`src/rtl/pwr_dom_seq.sv`:
```
// Power-domain sequencer: walks isolation, clocks, retention, reset and the power
// switch of one switchable domain through a fixed safe order under a req/ack handshake.
module pwr_dom_seq #(
    parameter int SETTLE_W = 8,
    parameter int TIMEOUT  = 255
) (
    input  logic                clk_i,
    input  logic                rst_ni,
    input  logic                pwr_req_i,
    output logic                pwr_ack_o,
    input  logic [SETTLE_W-1:0] settle_i,
    output logic                sw_en_o,
    input  logic                sw_ack_i,
    output logic                iso_en_o,
    output logic                clk_en_o,
    output logic                dom_rst_no,
    output logic                ret_save_o,
    output logic                ret_restore_o,
    output logic                err_o,
    input  logic                err_clr_i,
    output logic [3:0]          state_o
);

    typedef enum logic [3:0] {
        S_OFF     = 4'd0,
        S_SW_ON   = 4'd1,
        S_SETTLE  = 4'd2,
        S_CLK_ON  = 4'd3,
        S_RST_REL = 4'd4,
        S_RESTORE = 4'd5,
        S_ISO_OFF = 4'd6,
        S_ON      = 4'd7,
        S_ISO_ON  = 4'd8,
        S_CLK_OFF = 4'd9,
        S_SAVE    = 4'd10,
        S_RST_ON  = 4'd11,
        S_SW_OFF  = 4'd12,
        S_ERR     = 4'd13
    } state_t;

    // The wait counter only has to reach TIMEOUT-1, so log2(TIMEOUT) bits suffice.
    localparam int                CNT_W     = (TIMEOUT > 1) ? $clog2(TIMEOUT) : 1;
    localparam logic [CNT_W-1:0]  WAIT_LAST = CNT_W'(TIMEOUT - 1);

    state_t              r_state;
    logic                r_sync1;
    logic                r_sync2;
    logic [CNT_W-1:0]    r_wait_cnt;
    logic [SETTLE_W-1:0] r_settle_cnt;
    logic                r_ret_valid;
    logic                r_pwr_ack;
    logic                r_sw_en;
    logic                r_iso_en;
    logic                r_clk_en;
    logic                r_dom_rst_n;
    logic                r_ret_save;
    logic                r_ret_restore;
    logic                r_err;

    logic                w_ack;
    logic                w_wait_st;
    logic                w_ack_match;
    logic                w_go_err;

    always_ff @(posedge clk_i or negedge rst_ni) begin
        if (!rst_ni) begin
            r_sync1 <= 1'b0;
            r_sync2 <= 1'b0;
        end else begin
            r_sync1 <= sw_ack_i;
            r_sync2 <= r_sync1;
        end
    end

    assign w_ack       = r_sync2;
    assign w_wait_st   = (r_state == S_SW_ON) || (r_state == S_SW_OFF);
    assign w_ack_match = (r_state == S_SW_ON) ? w_ack : ~w_ack;
    // Illegal encodings are treated like a switch failure: clamp everything and report.
    assign w_go_err    = (w_wait_st && !w_ack_match && (r_wait_cnt == WAIT_LAST))
                         || (r_state > S_ERR);

    always_ff @(posedge clk_i or negedge rst_ni) begin
        if (!rst_ni) begin
            r_state       <= S_OFF;
            r_wait_cnt    <= '0;
            r_settle_cnt  <= '0;
            r_ret_valid   <= 1'b0;
            r_pwr_ack     <= 1'b0;
            r_sw_en       <= 1'b0;
            r_iso_en      <= 1'b1;
            r_clk_en      <= 1'b0;
            r_dom_rst_n   <= 1'b0;
            r_ret_save    <= 1'b0;
            r_ret_restore <= 1'b0;
            r_err         <= 1'b0;
        end else begin
            r_ret_save    <= 1'b0;
            r_ret_restore <= 1'b0;
            if (w_go_err) begin
                r_state     <= S_ERR;
                r_err       <= 1'b1;
                r_iso_en    <= 1'b1;
                r_clk_en    <= 1'b0;
                r_dom_rst_n <= 1'b0;
                r_sw_en     <= 1'b0;
                r_pwr_ack   <= 1'b0;
                r_ret_valid <= 1'b0;
            end else begin
                case (r_state)
                    S_OFF: begin
                        if (pwr_req_i) begin
                            r_state    <= S_SW_ON;
                            r_sw_en    <= 1'b1;
                            r_wait_cnt <= '0;
                        end
                    end
                    S_SW_ON: begin
                        if (w_ack) begin
                            r_state      <= S_SETTLE;
                            r_settle_cnt <= settle_i;
                        end else begin
                            r_wait_cnt <= r_wait_cnt + CNT_W'(1);
                        end
                    end
                    // A settle value of 0 or 1 both leave after a single cycle.
                    S_SETTLE: begin
                        if (r_settle_cnt <= SETTLE_W'(1)) begin
                            r_state  <= S_CLK_ON;
                            r_clk_en <= 1'b1;
                        end else begin
                            r_settle_cnt <= r_settle_cnt - SETTLE_W'(1);
                        end
                    end
                    S_CLK_ON: begin
                        r_state     <= S_RST_REL;
                        r_dom_rst_n <= 1'b1;
                    end
                    S_RST_REL: begin
                        r_state       <= S_RESTORE;
                        r_ret_restore <= r_ret_valid;
                        r_ret_valid   <= 1'b0;
                    end
                    S_RESTORE: begin
                        r_state  <= S_ISO_OFF;
                        r_iso_en <= 1'b0;
                    end
                    S_ISO_OFF: begin
                        r_state   <= S_ON;
                        r_pwr_ack <= 1'b1;
                    end
                    S_ON: begin
                        if (!pwr_req_i) begin
                            r_state   <= S_ISO_ON;
                            r_iso_en  <= 1'b1;
                            r_pwr_ack <= 1'b0;
                        end
                    end
                    S_ISO_ON: begin
                        r_state  <= S_CLK_OFF;
                        r_clk_en <= 1'b0;
                    end
                    S_CLK_OFF: begin
                        r_state     <= S_SAVE;
                        r_ret_save  <= 1'b1;
                        r_ret_valid <= 1'b1;
                    end
                    S_SAVE: begin
                        r_state     <= S_RST_ON;
                        r_dom_rst_n <= 1'b0;
                    end
                    S_RST_ON: begin
                        r_state    <= S_SW_OFF;
                        r_sw_en    <= 1'b0;
                        r_wait_cnt <= '0;
                    end
                    S_SW_OFF: begin
                        if (!w_ack) begin
                            r_state <= S_OFF;
                        end else begin
                            r_wait_cnt <= r_wait_cnt + CNT_W'(1);
                        end
                    end
                    S_ERR: begin
                        if (err_clr_i) begin
                            r_state <= S_OFF;
                            r_err   <= 1'b0;
                        end
                    end
                    default: begin
                        r_state <= S_ERR;
                    end
                endcase
            end
        end
    end

    assign pwr_ack_o     = r_pwr_ack;
    assign sw_en_o       = r_sw_en;
    assign iso_en_o      = r_iso_en;
    assign clk_en_o      = r_clk_en;
    assign dom_rst_no    = r_dom_rst_n;
    assign ret_save_o    = r_ret_save;
    assign ret_restore_o = r_ret_restore;
    assign err_o         = r_err;
    assign state_o       = r_state;

endmodule

```
`config.mk`:
```
export PLATFORM = sky130hd
export DESIGN_NAME = pwr_dom_seq
export DESIGN_NICKNAME = d
export VERILOG_FILES = /design/src/rtl/pwr_dom_seq.sv
export SDC_FILE = /design/constraint.sdc
export NUM_CORES = 1
export LEC_CHECK = 0
export ABC_AREA = 1
export CORE_AREA = 4 4 46 88
export DETAILED_ROUTE_END_ITERATION = 8
export DIE_AREA = 0 0 50 92
export HOLD_SLACK_MARGIN = 0.15
export PLACE_DENSITY = 0.81
export SYNTH_ARGS = -nofsm -noshare
export SYNTH_HDL_FRONTEND = slang
export SYNTH_SLANG_ARGS = --single-unit
```
`constraint.sdc`:
```
create_clock -name clk_i -period 3.9 [get_ports clk_i]
set_input_delay 0.39 -clock clk_i [delete_from_list [all_inputs] [get_ports clk_i]]
set_output_delay 0.39 -clock clk_i [all_outputs]
set_load 0.01 [all_outputs]
```
### Yosys cells after proc, flatten, opt, wreduce, memory -nomap -nowiden

Cells that the tools add are included.

* $lt $le $gt $ge: 2
* muxes and demuxes: 39
* equality and inequality tests: 25
* bitwise gates (word level): 2
* reductions and logical operators: 24
* add/sub/neg operators: 2

Operators with widths (number)
* one-hot mux 4 bit (14 select lines): 1
* two-way mux 8 bit: 5
* one-hot mux 8 bit (4 select lines): 1
* two-way mux 4 bit: 7
* == test 4 bit, second input constant: 6
* two-way mux 1 bit: 18
* != test 3 bit, second input constant: 6
* nonzero test 3 bit: 6
* == test 4 x 3 -> 1 bit, second input constant: 4
* one-hot mux 8 bit (2 select lines): 1
* one-hot mux 1 bit (2 select lines): 6
* != test 2 bit, second input constant: 5
* AND reduction 2 bit: 5
* adder 8 x 1 -> 8 bit, second input constant: 1
* == test 4 x 2 -> 1 bit, second input constant: 2
* == test 8 bit, second input constant: 1
* <= comparator 8 x 1 -> 1 bit, second input constant: 1
* subtractor 8 x 1 -> 8 bit, second input constant: 1
* AND reduction 6 bit: 1
* nonzero test 2 bit: 3
* AND reduction 5 bit: 1
* == test 4 x 1 -> 1 bit, second input constant: 1
* > comparator 4 bit, second input constant: 1
* logical NOT 4 bit: 1
* other kinds (6): 9

* input bits: 13
* register bits after elaboration: 31
* output and inout bits: 12

### Logic depth before layout (Yosys ltp)

* depth in word-level cells: 8
* mapped depth: 12
* depth with buffers taken out: 12

### Worst setup path before layout

No wires, ideal clock.

* path kind: register to register
* start: register r_state[2], in the netlist state_o[2]
* end: register r_state[2], in the netlist state_o[2]
* data arrival time: 1.835 ns
* stages on the path, launching flop included: 12
* path buffers: 1
* setup time: 0.121 ns
* slack: 1.944 ns
* path through: dfrtp_1 nor2_2 inv_1 nor2_1 ha_1 inv_1 nand4_1 nor2_1 a21oi_4 buf_4 nand3_1 nand2_1

* longest elaborated chain between the ends: 8

RTL lines
* start, declared: line 45 `state_t r_state;`
* start signal, assigned: line 84 `r_state <= S_OFF;`
* start signal, assigned: line 100 `r_state <= S_ERR;`
* start signal, assigned: line 112 `r_state <= S_SW_ON;`
* == test 4 x 1 -> 1 bit: line 76, 77, 109
* two-way mux 1 bit: line 77 `assign w_ack_match = (r_state == S_SW_ON) ? w_ack : ~w_ack;`
* logical NOT 1 bit: line 79 `assign w_go_err = (w_wait_st && !w_ack_match && (r_wait_cnt == WAIT_LAST))`
* logical AND 1 bit (2 in series): line 79
* logical OR 1 bit: line 80 `|| (r_state > S_ERR);`
* != test 3 bit (no line)
* AND reduction 6 bit (no line)

Parallel ways exist; a longest one is shown, timed or not.
A chain may end at the register's enable or synchronous reset.

### Worst setup path in the final report

* start: register r_state[2], in the netlist state_o[2]
* end: register r_settle_cnt[4]

* longest elaborated chain between the ends: 8

RTL lines
* == test 4 x 1 -> 1 bit: line 76, 77, 109
* two-way mux 1 bit: line 77
* logical NOT 1 bit: line 79
* logical AND 1 bit (2 in series): line 79
* logical OR 1 bit: line 80
* NOT 1 bit (no line)
* AND reduction 4 bit (no line)
* end signal, assigned: line 120 `r_settle_cnt <= settle_i;`
* end signal, assigned: line 131 `r_settle_cnt <= r_settle_cnt - SETTLE_W'(1);`
* end, declared: line 49 `logic [SETTLE_W-1:0] r_settle_cnt;`

Parallel ways exist; a longest one is shown, timed or not.

==> impl_metrics.py <==
metrics = {
    "run_status": {
        "status": "complete, no violations",
    },
    "worst_setup_path": {
        "slowest_delay_ns": 0.44,
        "worstSetupPathType": "reg -> reg",
        "worst_path_max_delay_cell": "dfrtp_1",
        "crit_chain": "nor2_2, inv_1, nor2_1, ha_1, inv_1, nand4_1, nor2_1, a21oi_4, nand3_2, nand2_1, nand2_1",
        "endpoint_kind": "register",
        "critical_path_arrival_ns": 2.40,
        "critical_path_required_ns": 4.07,
        "start_kind": "register",
        "path_max_fanout": 18,
    },
    "synthesis": {
        "synth_area_leaders": "dfrtp_1 (40%), nand2_1 (20%), nor2_1 (8.3%), nand3_1 (7.1%), inv_1 (5.5%)",
        "synth.net_count": 296,
        "synth-edff-count": 0,
        "post-synth-top-count-cell": "nand2_1",
        "syn_avg_cell_area_um2": 6.82,
        "synth_area_um2": 1900,
        "netlist_instances": 278,
        "synth-async-reset-ratio": 1.00,
        "yosysWarnings": 0,
        "synth_top_flop_cell": "dfrtp_1",
        "synthTopCellsByCount": "nand2_1 (100), nor2_1 (42), dfrtp_1 (30)",
        "synth_cell_types": 27,
        "synth_top_cell_by_area": "dfrtp_1",
        "synth-seq-area-share": 0.410,
        "ys_seq_elements": 31,
        "synth_top_area_frac": 0.396,
    },
    "global_routing": {
        "grt_use_met2": 0.390,
        "antenna_found_initial": 0,
        "met3_usage": 0.0325,
        "grt_pass1_wl_mm": 7.48,
        "grt_max_degree": 32,
        "overflow": 0,
        "met1_usage": 0.205,
        "track_usage": 0.203,
        "grt_pass1_vias": 1846,
        "top_usage_layer": "met2",
    },
    "placement": {
        "numPortBuffers": 24,
        "gp_congestion": 0.872,
        "hpwl_mm": 3.31,
    },
    "final_layout": {
        "area_delta_synth_final_pct": 21.8,
        "postLayoutCoreUtil": 0.677,
        "num_antenna_cells": 0,
        "nNetsFinal": 326,
        "drive_gt1_frac": 0.0647,
    },
    "pwr": {
        "switching_share": 0.439,
        "power.density_nw_per_um2": 745,
        "p_total_mw": 1.72,
        "seqPwrFrac": 0.315,
        "vdd_drop_max_mv": 0.459,
        "pwr-share-comb": 0.499,
        "switchingPower_uw": 756,
        "cellLeakagePower_nw": 1.19,
        "pwr-share-clk": 0.186,
        "p_int_uw": 966,
    },
    "timing": {
        "period_share": 0.573,
        "slew_violations": 0,
        "setup_violations": 0,
        "finalHoldViolCount": 0,
        "rsz0062_at_grt": "false",
        "whs_ns": 0.357,
        "slew_headroom": 0.673,
        "fin_tns_setup_ns": 0,
        "tightestPinTransition_ns": 0.489,
        "period_needed_ns": 2.24,
        "skew_ns": 0.00371,
        "fmax_ghz": 0.447,
    },
    "route": {
        "first_iter_violations": 32,
        "drt-wirelength-per-cell_um": 11.9,
        "routed_wl_mm": 4.26,
        "num_vias": 1823,
        "ant_nets": 0,
        "firstDrtPassIters": 4,
        "drcViolationCount": 0,
        "via_per_inst": 5.11,
    },
    "floorplanning": {
        "die_area_um2": 4600,
        "initial_core_util": 0.555,
        "num_rows": 30,
        "die_y_um": 92,
        "die_x_um": 50,
        "io_pins": 25,
        "core-area_um2": 3420,
    },
    "worst_hold_path": {
        "hp-class": "reg -> reg",
    },
    "clocking": {
        "cts_tree": "yes",
        "cts.sinks": 31,
        "path_clk_slew_ns": 0.06,
        "cts_inserted_buffers": 5,
        "hold_buffers": 0,
        "cts_setup_buffers": 0,
        "clockBufferDepth": 2,
        "cts-resized-gates": 0,
        "clock_latency_ns": 0.28,
        "cts-root-buf": "clkbuf_8",
        "cts_max_level": 2,
    },
    "run": {
        "cap_viol_max_count": 0,
    },
}
## layout by cell type, fill, tap and decap left out, types with 2 or more instances in the layout
cell type / count
nand3_1: 27
nor2_2: 2
a21oi_1: 6
o21ai_0: 6
ha_1: 5
nor2_1: 42
clkdlybuf4s50_1: 24
dfrtp_1: 30
clkbuf_8: 6
nor3_1: 4
o21ai_1: 2
nand2_1: 100
nand4_1: 5
inv_1: 28
o21bai_1: 2
xnor2_1: 3
inv_2: 3
nand2_2: 2
## path summary, 6_finish.rpt
check | from | endpoint | slack [ns] | cells after the start
min reg2reg | r_sync1$_DFF_PN0_ | r_sync2$_DFF_PN0_ | 0.36 | 0
min | r_sync1$_DFF_PN0_ | r_sync2$_DFF_PN0_ | 0.36 | 0
max reg2reg | state_o[2]$_DFFE_PN0P_ | r_settle_cnt[4]$_DFFE_PN0P_ | 1.66 | 11
max | state_o[2]$_DFFE_PN0P_ | r_settle_cnt[4]$_DFFE_PN0P_ | 1.66 | 11
min in group asynchronous | rst_ni | ret_restore_o$_DFF_PN0_ | 0.51 | 2
max in group asynchronous | rst_ni | iso_en_o$_DFFE_PN1P_ | 3.07 | 2
## power groups by stage
stage               clock network, mW  registers, mW  logic [mW]
floorplan                           0          0.550       0.574
global placement                    0          0.541       0.844
detailed placement                  0          0.546       0.863
CTS                             0.327          0.541       0.867
global route                    0.341          0.560       0.983
finish                          0.320          0.543       0.860
## critical path: cells and delay by family, from the launching register on
kind | cells | cell delay (ns)
buffers and inverters | 2 | 0.12
DFF | 1 | 0.44
adders and majority gates | 1 | 0.15
and+or+nand+nor | 7 | 0.98
AOI/OAI and AO/OA | 1 | 0.42
## metal layers
metal,up-vias,part of all wire
met4,0,0.019
met1,843,0.39
met3,10,0.031
li1,940,-
met2,30,0.56
met5,-,0
## kinds of logic (layout without fill, tap and decap cells)
kind of cell,count (synthesis),count (layout),synth area share
compound gates,19,19,0.0607
xor+xnor,4,4,0.0185
fa+ha+maj,5,5,0.0330
buf+inv,33,64,0.0673
flops,31,31,0.410
simple gates,186,186,0.411
## area by class of cell
class	count	area (µm²)
Fill cell	300	1100
Multi-Input combinational cell	214	992
Sequential cell	31	777
Timing Repair Buffer	25	248
Inverter	31	116
Clock buffer	6	82.6
Tap cell	48	60.1
Clock inverter	2	35.0
## stage by stage
| step | std cells | area [µm²] | setup WS (ns) |
|---|---|---|---|
| 4_1_cts | 357 | 2310 | 1.63 |
| 6_report | 357 | 2310 | 1.66 |
| 2_1_floorplan | 278 | 1900 | 1.94 |
| 5_1_grt | 357 | 2310 | 1.39 |
| 3_5_place_dp | 349 | 2190 | 1.66 |
| 3_3_place_gp | 349 | 2190 | 1.72 |
No activity file was read; power rests on OpenSTA's default activity.
